--- config.mk ---
export PLATFORM = sky130hd
export DESIGN_NAME = gcd_arbiter
export DESIGN_NICKNAME = d
export VERILOG_FILES = /design/src/rtl/gcd_arb_pkg.sv /design/src/rtl/gcd.sv /design/src/rtl/gcd_arbiter.sv
export SDC_FILE = /design/constraint.sdc
export NUM_CORES = 1
export LEC_CHECK = 0
export CORE_ASPECT_RATIO = 0.6
export CORE_MARGIN = 10
export CORE_UTILIZATION = 47
export DETAILED_ROUTE_END_ITERATION = 7
export PLACE_DENSITY = 0.77
export SETUP_SLACK_MARGIN = 0.3
export SYNTH_ARGS = -nofsm -noshare
export SYNTH_HDL_FRONTEND = slang
export SYNTH_SLANG_ARGS = --single-unit
--- constraint.sdc ---
create_clock -name clk_i -period 2.3 [get_ports clk_i]
set_input_delay 0.69 -clock clk_i [delete_from_list [all_inputs] [get_ports clk_i]]
set_output_delay 0.69 -clock clk_i [all_outputs]
set_load 0.005 [all_outputs]
--- src/rtl/gcd_arb_pkg.sv ---
// Shared definitions for the GCD arbiter: controller state encoding and default sizing.
package gcd_arb_pkg;

   localparam int unsigned DefWidth = 8;
   localparam int unsigned DefNreq  = 4;

   typedef enum logic [1:0] {
      StIdle  = 2'd0,
      StIssue = 2'd1,
      StWait  = 2'd2,
      StResp  = 2'd3
   } arb_state_e;

endpackage

--- src/rtl/gcd.sv ---
// Subtractive GCD engine. Expects nonzero operands; pulses valid_o for one cycle when done.
module gcd
   import gcd_arb_pkg::*;
#(
   parameter int unsigned WIDTH = DefWidth
) (
   input  logic             clk_i,
   input  logic             rst_i,
   input  logic             valid_i,
   input  logic [WIDTH-1:0] a_i,
   input  logic [WIDTH-1:0] b_i,
   output logic             valid_o,
   output logic [WIDTH-1:0] gcd_o
);

   localparam logic [1:0] EngIdle = 2'd0;
   localparam logic [1:0] EngBusy = 2'd1;
   localparam logic [1:0] EngDone = 2'd2;

   logic [1:0]       st_q, st_d;
   logic [WIDTH-1:0] x_q, x_d;
   logic [WIDTH-1:0] y_q, y_d;

   always_ff @(posedge clk_i) begin
      if (rst_i) begin
         st_q <= EngIdle;
         x_q  <= '0;
         y_q  <= '0;
      end else begin
         st_q <= st_d;
         x_q  <= x_d;
         y_q  <= y_d;
      end
   end

   // One subtraction per cycle; the equality check costs a cycle of its own.
   always_comb begin
      st_d    = st_q;
      x_d     = x_q;
      y_d     = y_q;
      valid_o = 1'b0;
      case (st_q)
         EngIdle: begin
            if (valid_i) begin
               x_d  = a_i;
               y_d  = b_i;
               st_d = EngBusy;
            end
         end
         EngBusy: begin
            if (x_q == y_q) begin
               st_d = EngDone;
            end else if (x_q > y_q) begin
               x_d = x_q - y_q;
            end else begin
               y_d = y_q - x_q;
            end
         end
         EngDone: begin
            valid_o = 1'b1;
            st_d    = EngIdle;
         end
         default: st_d = EngIdle;
      endcase
   end

   assign gcd_o = x_q;

endmodule

--- src/rtl/gcd_arbiter.sv ---
// Round-robin arbiter sharing a single GCD engine among NREQ requesters, one job at a time.
module gcd_arbiter
   import gcd_arb_pkg::*;
#(
   parameter int unsigned WIDTH = DefWidth,
   parameter int unsigned NREQ  = DefNreq,
   parameter int unsigned IDW   = $clog2(NREQ)
) (
   input  logic                  clk_i,
   input  logic                  reset_ni,
   input  logic [NREQ-1:0]       req_valid_i,
   input  logic [NREQ*WIDTH-1:0] req_a_i,
   input  logic [NREQ*WIDTH-1:0] req_b_i,
   output logic [NREQ-1:0]       req_ready_o,
   output logic                  resp_valid_o,
   input  logic                  resp_ready_i,
   output logic [IDW-1:0]        resp_id_o,
   output logic [WIDTH-1:0]      resp_gcd_o,
   output logic                  busy_o
);

   arb_state_e       state_q, state_d;
   logic [IDW-1:0]   last_q, last_d;
   logic [IDW-1:0]   id_q, id_d;
   logic [WIDTH-1:0] a_q, a_d;
   logic [WIDTH-1:0] b_q, b_d;
   logic [WIDTH-1:0] result_q, result_d;

   logic             found;
   logic [IDW-1:0]   cand;
   logic [IDW-1:0]   winner;
   logic [WIDTH-1:0] win_a, win_b;

   logic             eng_rst;
   logic             eng_valid;
   logic             eng_done;
   logic [WIDTH-1:0] eng_gcd;

   assign eng_rst = ~reset_ni;

   gcd #(
      .WIDTH (WIDTH)
   ) u_gcd (
      .clk_i   (clk_i),
      .rst_i   (eng_rst),
      .valid_i (eng_valid),
      .a_i     (a_q),
      .b_i     (b_q),
      .valid_o (eng_done),
      .gcd_o   (eng_gcd)
   );

   always_ff @(posedge clk_i) begin
      if (!reset_ni) begin
         state_q  <= StIdle;
         last_q   <= IDW'(NREQ - 1);
         id_q     <= '0;
         a_q      <= '0;
         b_q      <= '0;
         result_q <= '0;
      end else begin
         state_q  <= state_d;
         last_q   <= last_d;
         id_q     <= id_d;
         a_q      <= a_d;
         b_q      <= b_d;
         result_q <= result_d;
      end
   end

   always_comb begin
      state_d     = state_q;
      last_d      = last_q;
      id_d        = id_q;
      a_d         = a_q;
      b_d         = b_q;
      result_d    = result_q;
      eng_valid   = 1'b0;
      req_ready_o = '0;
      found       = 1'b0;
      cand        = '0;
      winner      = '0;
      win_a       = '0;
      win_b       = '0;

      // Search starts just past the previous winner and wraps, so the previous winner is last.
      for (int unsigned k = 1; k <= NREQ; k++) begin
         cand = IDW'((32'(last_q) + k) % NREQ);
         if (!found && req_valid_i[cand]) begin
            found  = 1'b1;
            winner = cand;
         end
      end
      for (int unsigned i = 0; i < NREQ; i++) begin
         if (winner == IDW'(i)) begin
            win_a = req_a_i[i*WIDTH +: WIDTH];
            win_b = req_b_i[i*WIDTH +: WIDTH];
         end
      end

      case (state_q)
         StIdle: begin
            if (found) begin
               req_ready_o = NREQ'(1) << winner;
               a_d         = win_a;
               b_d         = win_b;
               id_d        = winner;
               last_d      = winner;
               state_d     = StIssue;
            end
         end
         StIssue: begin
            // A zero operand makes the answer the other operand (0 when both are zero).
            if (a_q == '0 || b_q == '0) begin
               result_d = a_q | b_q;
               state_d  = StResp;
            end else begin
               eng_valid = 1'b1;
               state_d   = StWait;
            end
         end
         StWait: begin
            if (eng_done) begin
               result_d = eng_gcd;
               state_d  = StResp;
            end
         end
         StResp: begin
            if (resp_ready_i) begin
               state_d = StIdle;
            end
         end
         default: state_d = StIdle;
      endcase
   end

   assign resp_valid_o = (state_q == StResp);
   assign resp_id_o    = id_q;
   assign resp_gcd_o   = result_q;
   assign busy_o       = (state_q != StIdle);

endmodule
==> impl_metrics.env, run 1 <==
export IMPL_ir_drop_uv=928
export IMPL_final_area_mm2=0.00590
export IMPL_critical_path_slowest_cell="o22a_1"
export IMPL_min_path_type="reg -> reg"
export IMPL_status="complete, but fails checks"
export IMPL_powerDensity_mw_per_mm2=1750
export IMPL_cts_tree="done"
export IMPL_drv_slew=0
export IMPL_tightest_slew_ns=0.611
export IMPL_startpoint_type="primary input"
export IMPL_critPathKind="in -> out"
export IMPL_coreArea_mm2=0.00730
export IMPL_drv_cap=0
export IMPL_muxShareOfSynthArea=0.142
export IMPL_synthCells=411
export IMPL_critical_path_arrival_ns=1.73
export IMPL_drive_gt1_frac=0.384
export IMPL_die_w_um=132
export IMPL_worst_r2r_cell_count=11
export IMPL_clockRootBuffer="clkbuf_16"
export IMPL_hold_depth=2
export IMPL_cp_num_buf_inv=2
export IMPL_synthFlopType="dfxtp_1"
export IMPL_ys_async_sr_fraction=0
export IMPL_ant_nets=0
export IMPL_synth_top_family_by_area="compound AO/OA/AOI/OAI gates"
export IMPL_cts_made_buffers=5
export IMPL_wirelength_um=14300
export IMPL_antennaDiodeCount=0
export IMPL_synth_warnings=0
export IMPL_rsz0062_at_grt="true"
export IMPL_grt_pass1_wl_um=21400
export IMPL_drc=0
export IMPL_rrSetupSlack_ns=0.14
export IMPL_ys_types=64
export IMPL_cp_required_ns=1.61
export IMPL_skew_ns=0.00904
export IMPL_wl_per_cell_um=21.6
export IMPL_synth_xor_area_frac=0.00247
export IMPL_antenna_found_initial=0
export IMPL_clk_latency_ns=0.30
export IMPL_grt_pass1_vias=3974
export IMPL_finalCritPeriodShare=1.05
export IMPL_viasPerCell=6.07
export IMPL_max_freq_ghz=0.414
export IMPL_holdCritStartpoint="resp_gcd_o[4]"
export IMPL_finalCriticalPeriod_ns=2.42
export IMPL_synth_edff_count=0
export IMPL_ys_ff_latch=48
export IMPL_worst_path_max_fanout=5
export IMPL_via_count=4017
export IMPL_clockBufferDepth=2
export IMPL_hold_violations=0
export IMPL_crit_chain="buf_8 -> mux2i_1 -> o22a_1 -> o21a_4 -> and2_4 -> nor2b_4 -> buf_2"
export IMPL_place_gp_congestion=0.959
export IMPL_track_usage=0.227
export IMPL_p_leak_nw=2.33
export IMPL_drt_initial_drc_count=481
export IMPL_end_kind="output port"
export IMPL_firstDrtPassIters=6
export IMPL_finalSetupTns_ns=-0.274
export IMPL_regToRegEndpoint="b_q[0]"
export IMPL_whs_endpoint="resp_gcd_o[4]"
export IMPL_holdBufCountCts=0
export IMPL_syn_num_nets=503
export IMPL_violations="setup timing"
export IMPL_final_setup_worst_slack_ns=-0.118
export IMPL_htreeDepth=2
export IMPL_dieArea_mm2=0.0115
export IMPL_area_growth_pct=66.8
export IMPL_synth_fa_ha_area_frac=0.0785
export IMPL_crit_family="compound AO/OA/AOI/OAI gates"
export IMPL_gr_total_overflow=0
export IMPL_nets=649
export IMPL_die_y_um=87.2
export IMPL_fin_cells=662
export IMPL_ys_seq_area_frac=0.271
export IMPL_placed_cell_area_mm2=0.00481
export IMPL_synth_compound_area_frac=0.248
export IMPL_io_buffer_count=86
export IMPL_final_util=0.809
export IMPL_r2r_start="last_q[1]"
export IMPL_slowest_delay_ns=0.22
export IMPL_maxSlewHeadroom=0.592
export IMPL_syn_mean_instance_area_um2=8.61
export IMPL_synth_simple_area_share=0.196
export IMPL_grt_max_degree=26
export IMPL_dp_cells=623
export IMPL_num_io_pins=87
export IMPL_total_power_mw=10.3
export IMPL_clkSinkCount=48
export IMPL_rows=24
export IMPL_fillers=436
export IMPL_path_clk_slew_ns=0.07
export IMPL_dp_hpwl_um=9120
export IMPL_finalSetupViolations=4
export IMPL_syn_area_mm2=0.00354
export IMPL_initial_core_util=0.485
[layout make-up]
type,count,area [um2],area share
inverters,26,97.6,0.0165
clock buffers,6,139,0.0235
clock inverters,2,10.0,0.00170
flip-flops and latches,48,990,0.168
multi-input cells,317,2940,0.497
well taps,104,130,0.0220
repair buffers,159,1600,0.271
[power breakdown]
group	leakage, nW	switching [mW]	internal (mW)	total (mW)
Sequential	0.401	0.406	1.21	1.62
Clock	0.0766	0.336	0.430	0.766
Combinational	1.85	4.12	3.83	7.96
Total	2.33	4.86	5.47	10.3
[flip-flops by register name, summed over array words and instances, names as in the netlist]
| name | flops |
|---|---|
| resp_id_o | 2 |
| u_gcd.st_q | 2 |
| resp_gcd_o | 8 |
| b_q | 8 |
| u_gcd.y_q | 8 |
| state_q | 2 |
| a_q | 8 |
| last_q | 2 |
| u_gcd.gcd_o | 8 |
[cells in the final DEF, fill, tap and decap left out, types with 5 or more instances in the layout]
| cell | n |
|---|---|
| o21ai_0 | 14 |
| o211ai_1 | 5 |
| nor2_2 | 6 |
| clkbuf_16 | 5 |
| clkdlybuf4s50_1 | 76 |
| nand2b_1 | 8 |
| mux2_4 | 14 |
| a211oi_1 | 6 |
| buf_6 | 13 |
| ha_4 | 9 |
| a21oi_2 | 6 |
| dfxtp_2 | 11 |
| buf_4 | 51 |
| inv_1 | 19 |
| a221o_1 | 17 |
| a21oi_1 | 20 |
| buf_16 | 5 |
| nand2_1 | 18 |
| inv_2 | 7 |
| mux2i_1 | 28 |
| dfxtp_1 | 33 |
| ha_1 | 7 |
| nor2_1 | 45 |
| nor3_1 | 11 |
[metrics by stage]
| step | hold slack [ns] | setup slack (ns) |
|---|---|---|
| floorplan | 0.453 | 0.0720 |
| global placement | 0.466 | -0.845 |
| detailed placement | 0.480 | -0.978 |
| CTS | 0.497 | -0.144 |
| global route | 0.519 | -0.176 |
| finish | 0.502 | -0.118 |
[worst min-delay path: stages, from the launching register on]
cell and delay [ns]:
dfxtp_1 0.33, mux2i_1 0.06, nor2_1 0.07
[cells by family (layout without fill, tap and decap cells)]
logic type / Yosys count / after routing
simple gates: 130 / 130
compound gates: 117 / 117
mux: 48 / 48
flops: 48 / 48
buf+inv: 46 / 193
fa+ha+maj: 21 / 21
xor+xnor: 1 / 1
[how the worst max path moves through the flow]
stage / from / endpoint / slack (ns) / depth (start not counted)
after global placement: req_valid_i[2] / req_ready_o[0] / -0.84 / 7
after detailed placement: req_valid_i[3] / req_ready_o[1] / -0.98 / 6
final: req_valid_i[3] / req_ready_o[0] / -0.12 / 7
after floorplan: req_valid_i[1] / req_ready_o[3] / 0.07 / 5
after CTS: req_valid_i[2] / req_ready_o[1] / -0.14 / 7
after global routing: req_valid_i[3] / req_ready_o[0] / -0.18 / 7
[synth_stat cells, types with 3 or more instances]
library cell	instances	area (um2)
mux2_2	6	67.6
nand2_1	20	75.1
buf_2	6	30.0
o21a_1	3	22.5
or4_4	4	45.0
buf_6	4	45.0
a21oi_1	26	130
clkbuf_1	7	26.3
a311oi_1	6	52.6
dfxtp_1	48	961
mux2i_1	31	310
nand2b_1	12	75.1
ha_1	19	238
a211oi_1	12	90.1
or3_4	3	33.8
o31a_1	3	26.3
nor2_1	51	191
o21ai_0	15	75.1
a221o_1	17	170
o31ai_1	3	22.5
nor2b_1	5	31.3
o211ai_1	5	37.5
nor3_1	15	75.1
mux2_1	11	124
and3_1	3	18.8
inv_1	26	97.6
[per-layer routing]
metal  track usage  vias up  part of all wire
met3        0.0674       55              0.11
met2         0.371      264              0.44
met4        0.0352        0             0.028
met1         0.295     1888              0.42
met5             0        -                 0
li1              -     1810                 -
[timing repair]
action,in CTS,in global routing
pin swaps,33,32
gates resized for setup,118,67
setup endpoints to repair,42,37
setup buffers,17,10
cloned,4,0
Power figures use the tool's default switching activity.
==> inputs of run 2 (changes only) <==
--- a/config.mk
+++ b/config.mk
@@ -7,10 +7,11 @@
 export LEC_CHECK = 0
 export CORE_ASPECT_RATIO = 0.6
 export CORE_MARGIN = 10
-export CORE_UTILIZATION = 47
+export CORE_UTILIZATION = 50
 export DETAILED_ROUTE_END_ITERATION = 7
-export PLACE_DENSITY = 0.77
+export PLACE_DENSITY = 0.81
 export SETUP_SLACK_MARGIN = 0.3
+export SLEW_MARGIN = 20
 export SYNTH_ARGS = -nofsm -noshare
 export SYNTH_HDL_FRONTEND = slang
 export SYNTH_SLANG_ARGS = --single-unit
==> impl_metrics.env, run 2 (synthesized netlist as in run 1, its figures left out) <==
export IMPL_place_gp_congestion=0.913
export IMPL_grt_pass1_wl_um=22700
export IMPL_dp_hpwl_um=9290
export IMPL_nets=656
export IMPL_antenna_found_initial=0
export IMPL_grt_max_degree=22
export IMPL_die_y_um=85.2
export IMPL_powerDensity_mw_per_mm2=1870
export IMPL_firstDrtPassIters=8
export IMPL_track_usage=0.255
export IMPL_initial_core_util=0.523
export IMPL_violations="setup timing"
export IMPL_clkSinkCount=48
export IMPL_wirelength_um=17000
export IMPL_worst_path_max_fanout=4
export IMPL_critPathKind="in -> out"
export IMPL_status="complete, but fails checks"
export IMPL_cts_made_buffers=5
export IMPL_mostFrequentLayoutCells="clkdlybuf4s50_1, buf_4, nor2_1"
export IMPL_dieArea_mm2=0.0110
export IMPL_wl_per_cell_um=26.0
export IMPL_end_kind="output port"
export IMPL_maxSlewHeadroom=0.492
export IMPL_viasPerCell=6.86
export IMPL_ir_drop_uv=1050
export IMPL_hold_depth=2
export IMPL_ff_latch_area_um2=976
export IMPL_drive_gt1_frac=0.359
export IMPL_multi_input_area_mm2=0.00286
export IMPL_via_count=4475
export IMPL_startpoint_type="primary input"
export IMPL_hold_violations=0
export IMPL_layout_commonest_cell="clkdlybuf4s50_1"
export IMPL_rows=23
export IMPL_cts_tree="done"
export IMPL_io_buffer_count=86
export IMPL_htreeDepth=2
export IMPL_area_growth_pct=65.9
export IMPL_finalSetupViolations=7
export IMPL_dpl_worst_slack_ns=-0.918
export IMPL_grt_pass1_vias=4191
export IMPL_finalCriticalPeriod_ns=2.40
export IMPL_worst_r2r_cell_count=10
export IMPL_gr_total_overflow=0
export IMPL_skew_ns=0.0123
export IMPL_cp_required_ns=1.61
export IMPL_path_clk_slew_ns=0.06
export IMPL_drv_cap=0
export IMPL_die_w_um=129
export IMPL_rsz0062_at_grt="true"
export IMPL_max_freq_ghz=0.416
export IMPL_drv_slew=0
export IMPL_critical_path_arrival_ns=1.71
export IMPL_holdBufCountCts=0
export IMPL_coreArea_mm2=0.00676
export IMPL_min_path_type="reg -> reg"
export IMPL_p_leak_nw=2.34
export IMPL_drt_initial_drc_count=605
export IMPL_num_io_pins=87
export IMPL_tightest_slew_ns=0.761
export IMPL_finalCritPeriodShare=1.05
export IMPL_antennaDiodeCount=0
export IMPL_final_setup_worst_slack_ns=-0.104
export IMPL_finalSetupTns_ns=-0.353
export IMPL_clk_latency_ns=0.31
export IMPL_drc=0
export IMPL_ant_nets=0
export IMPL_clockBufferDepth=2
export IMPL_fillers=318
export IMPL_clockRootBuffer="clkbuf_16"
run 2: cell types whose count changed in the layout (fill, tap and decap cells not counted), sizes merged:
cell	previous run	this run
clkinvlp	0	1
buf	81	88
clkbuf	7	5
dlygate4sd2	1	2
clkinv	2	1
bufinv	0	1
run 2: layer usage:
layer  wire, um  global-route usage  vias to the layer above
met5          0                   0                        -
met4       1150              0.0765                        0
met3       2210              0.0814                      150
met2       7470               0.412                      408
met1       6150               0.316                     2083
li1           -                   -                     1834
run 2: layout make-up:
| cell class | count | share of cell area |
|---|---|---|
| multi-input combinational | 317 | 0.487 |
| timing repair buffer | 166 | 0.283 |
| sequential | 48 | 0.166 |
| clock buffer | 5 | 0.0213 |
| tap | 87 | 0.0185 |
| inverter | 26 | 0.0166 |
| clock inverter | 3 | 0.00725 |
run 2: what timing repair did:
item | 4_1_cts | 5_1_grt
cloned | 3 | 0
setup endpoints to repair | 41 | 39
buffers inserted | 22 | 15
pin swaps | 32 | 24
gates resized for setup | 120 | 47
run 2: critical path: stages:
cell and delay [ns]:
buf_8 0.10, nand2b_4 0.14, o22a_1 0.22, o21a_2 0.16
buf_6 0.13, buf_6 0.10, nor2_2 0.06, buf_2 0.12
run 2: final timing paths:
path                        from              to  slack [ns]
hold reg to reg     resp_id_o[1]    resp_id_o[1]        0.50
setup reg to reg  u_gcd.gcd_o[0]  u_gcd.gcd_o[4]       -0.05
hold / removal      resp_id_o[1]    resp_id_o[1]        0.50
setup / recovery  req_valid_i[2]  req_ready_o[3]       -0.10
run 2: stage by stage:
step	hold WS (ns)	util	cell area (um2)	std cells	total power, mW
5_1_grt	0.512	0.868	5870	652	11.3
4_1_cts	0.493	0.817	5520	637	9.11
6_report	0.500	0.868	5870	652	11.0
3_3_place_gp	0.467	0.704	4760	604	6.64
2_1_floorplan	0.453	-	3600	411	5.11
3_5_place_dp	0.477	0.704	4760	604	6.82
run 2: power breakdown:
| part | internal, mW | switching (mW) |
|---|---|---|
| registers | 1.19 | 0.447 |
| clock network | 0.512 | 0.365 |
| logic | 3.94 | 4.53 |
==> inputs of run 3 (changes only) <==
--- a/config.mk
+++ b/config.mk
@@ -6,7 +6,7 @@
 export NUM_CORES = 1
 export LEC_CHECK = 0
 export CORE_ASPECT_RATIO = 0.6
-export CORE_MARGIN = 10
+export CORE_MARGIN = 2
 export CORE_UTILIZATION = 50
 export DETAILED_ROUTE_END_ITERATION = 7
 export PLACE_DENSITY = 0.81
==> impl_metrics.env, run 3 (synthesized netlist as in run 1, its figures left out) <==
export IMPL_die_y_um=69.2
export IMPL_fillers=296
export IMPL_firstDrtPassIters=6
export IMPL_p_clk_frac=0.075
export IMPL_ant_nets=0
export IMPL_final_area_mm2=0.00586
export IMPL_drt_initial_drc_count=536
export IMPL_hold_depth=2
export IMPL_mostFrequentLayoutCells="clkdlybuf4s50_1, buf_4, nor2_1"
export IMPL_grt_max_degree=26
export IMPL_clockRootBuffer="clkbuf_16"
export IMPL_cts_made_buffers=5
export IMPL_htreeDepth=2
export IMPL_antenna_found_initial=0
export IMPL_powerDensity_mw_per_mm2=1790
export IMPL_num_io_pins=87
export IMPL_antennaDiodeCount=0
export IMPL_dieArea_mm2=0.00779
export IMPL_finalSetupViolations=4
export IMPL_ir_drop_uv=912
export IMPL_layout_commonest_cell="clkdlybuf4s50_1"
export IMPL_die_w_um=113
export IMPL_wirelength_um=15000
export IMPL_dp_hpwl_um=8210
export IMPL_viasPerCell=6.67
export IMPL_p_int_mw=5.45
export IMPL_hold_violations=0
export IMPL_switching_share=0.479
export IMPL_wl_per_cell_um=23.2
export IMPL_status="complete, but fails checks"
export IMPL_min_path_type="reg -> reg"
export IMPL_rsz0062_at_grt="true"
export IMPL_initial_core_util=0.523
export IMPL_gr_total_overflow=0
export IMPL_worst_r2r_cell_count=7
export IMPL_drive_gt1_frac=0.367
export IMPL_drv_slew=0
export IMPL_grt_pass1_vias=4064
export IMPL_whs_endpoint="resp_id_o[1]"
export IMPL_hold_worst_slack_ns=0.502
export IMPL_place_gp_congestion=0.887
export IMPL_violations="setup timing"
export IMPL_drc=0
export IMPL_final_setup_worst_slack_ns=-0.106
export IMPL_io_buffer_count=86
export IMPL_finalCritPeriodShare=1.05
export IMPL_path_clk_slew_ns=0.07
export IMPL_coreArea_mm2=0.00676
export IMPL_comb_power_share=0.768
export IMPL_max_freq_ghz=0.416
export IMPL_area_growth_pct=65.5
export IMPL_rows=23
export IMPL_rrSetupSlack_ns=0.10
export IMPL_placed_cell_area_mm2=0.00477
export IMPL_holdBufCountCts=0
export IMPL_multi_input_area_mm2=0.00288
export IMPL_critPathKind="in -> out"
export IMPL_finalSetupTns_ns=-0.364
export IMPL_p_sw_mw=5.01
export IMPL_via_count=4308
export IMPL_r2r_start="u_gcd.gcd_o[4]"
export IMPL_cts_tree="done"
export IMPL_maxSlewHeadroom=0.523
export IMPL_regToRegEndpoint="u_gcd.gcd_o[1]"
export IMPL_critical_path_arrival_ns=1.72
export IMPL_worst_path_max_fanout=5
export IMPL_p_seq_frac=0.157
export IMPL_holdCritStartpoint="resp_id_o[1]"
export IMPL_finalCriticalPeriod_ns=2.41
export IMPL_cp_required_ns=1.61
export IMPL_skew_ns=0.0110
export IMPL_tightest_slew_ns=0.715
export IMPL_track_usage=0.336
export IMPL_p_leak_nw=2.31
export IMPL_ff_latch_area_um2=987
export IMPL_clockBufferDepth=2
export IMPL_end_kind="output port"
export IMPL_clkSinkCount=48
export IMPL_nets=650
export IMPL_drv_cap=0
export IMPL_clk_latency_ns=0.30
export IMPL_grt_pass1_wl_um=20800
export IMPL_startpoint_type="primary input"
[run 3: cell types whose count changed in the layout (fill, tap and decap cells not counted), sizes merged]
cell,previous run,this run
clkinvlp,1,0
buf,88,81
clkbuf,5,7
bufinv,1,0
clkdlybuf4s15,0,1
clkinv,1,2
dlygate4sd2,2,1
[run 3: power groups by stage]
| stage | Combinational [mW] | Clock (mW) | Sequential, mW |
|---|---|---|---|
| 2_1_floorplan | 3.69 | 0 | 1.42 |
| 3_3_place_gp | 5.19 | 0 | 1.52 |
| 3_5_place_dp | 5.37 | 0 | 1.52 |
| 4_1_cts | 6.59 | 0.760 | 1.56 |
| 5_1_grt | 8.33 | 0.822 | 1.67 |
| 6_report | 8.04 | 0.783 | 1.64 |
[run 3: routing by layer]
metal,track usage,wire length (um),vias to the layer above
met1,0.459,5950,2024
li1,-,-,1815
met5,0,0,-
met4,0.122,610,0
met3,0.0682,1720,88
met2,0.529,6690,381
[run 3: how the worst max path moves through the flow]
stage / from / to / slack [ns] / cells past startpoint
detailed placement: req_valid_i[3] / req_ready_o[0] / -0.90 / 7
finish: req_valid_i[3] / req_ready_o[0] / -0.11 / 7
global placement: req_valid_i[2] / req_ready_o[0] / -0.84 / 7
floorplan: req_valid_i[1] / req_ready_o[3] / 0.07 / 5
CTS: req_valid_i[2] / req_ready_o[0] / -0.1 / 7
global route: req_valid_i[3] / req_ready_o[0] / -0.15 / 7
[run 3: final cells by class]
| class | instances | area share |
|---|---|---|
| Tap cell | 87 | 0.0186 |
| Inverter | 26 | 0.0175 |
| Clock inverter | 2 | 0.00171 |
| Sequential cell | 48 | 0.169 |
| Timing Repair Buffer | 160 | 0.278 |
| Multi-Input combinational cell | 317 | 0.492 |
| Clock buffer | 6 | 0.0237 |
[run 3: critical path: stages]
cell and delay, ns:
buf_12 0.11, mux2i_1 0.14, o22a_1 0.17, o21a_2 0.19, and2_4 0.16, nor2b_1 0.13, buf_2 0.12
[run 3: what timing repair did]
item,4_1_cts,5_1_grt
endpoints found under the setup margin,40,37
pin swaps,33,24
cloned,4,0
buffers inserted,20,9
resized for setup,118,64
[run 3: through the flow]
step / total power [mW] / std cells / setup slack (ns) / utilization
final: 10.5 / 646 / -0.106 / 0.866
after detailed placement: 6.89 / 605 / -0.897 / 0.705
after global routing: 10.8 / 646 / -0.152 / 0.866
after floorplan: 5.11 / 411 / 0.0720 / -
after global placement: 6.71 / 605 / -0.844 / 0.705
after CTS: 8.91 / 637 / -0.0985 / 0.817
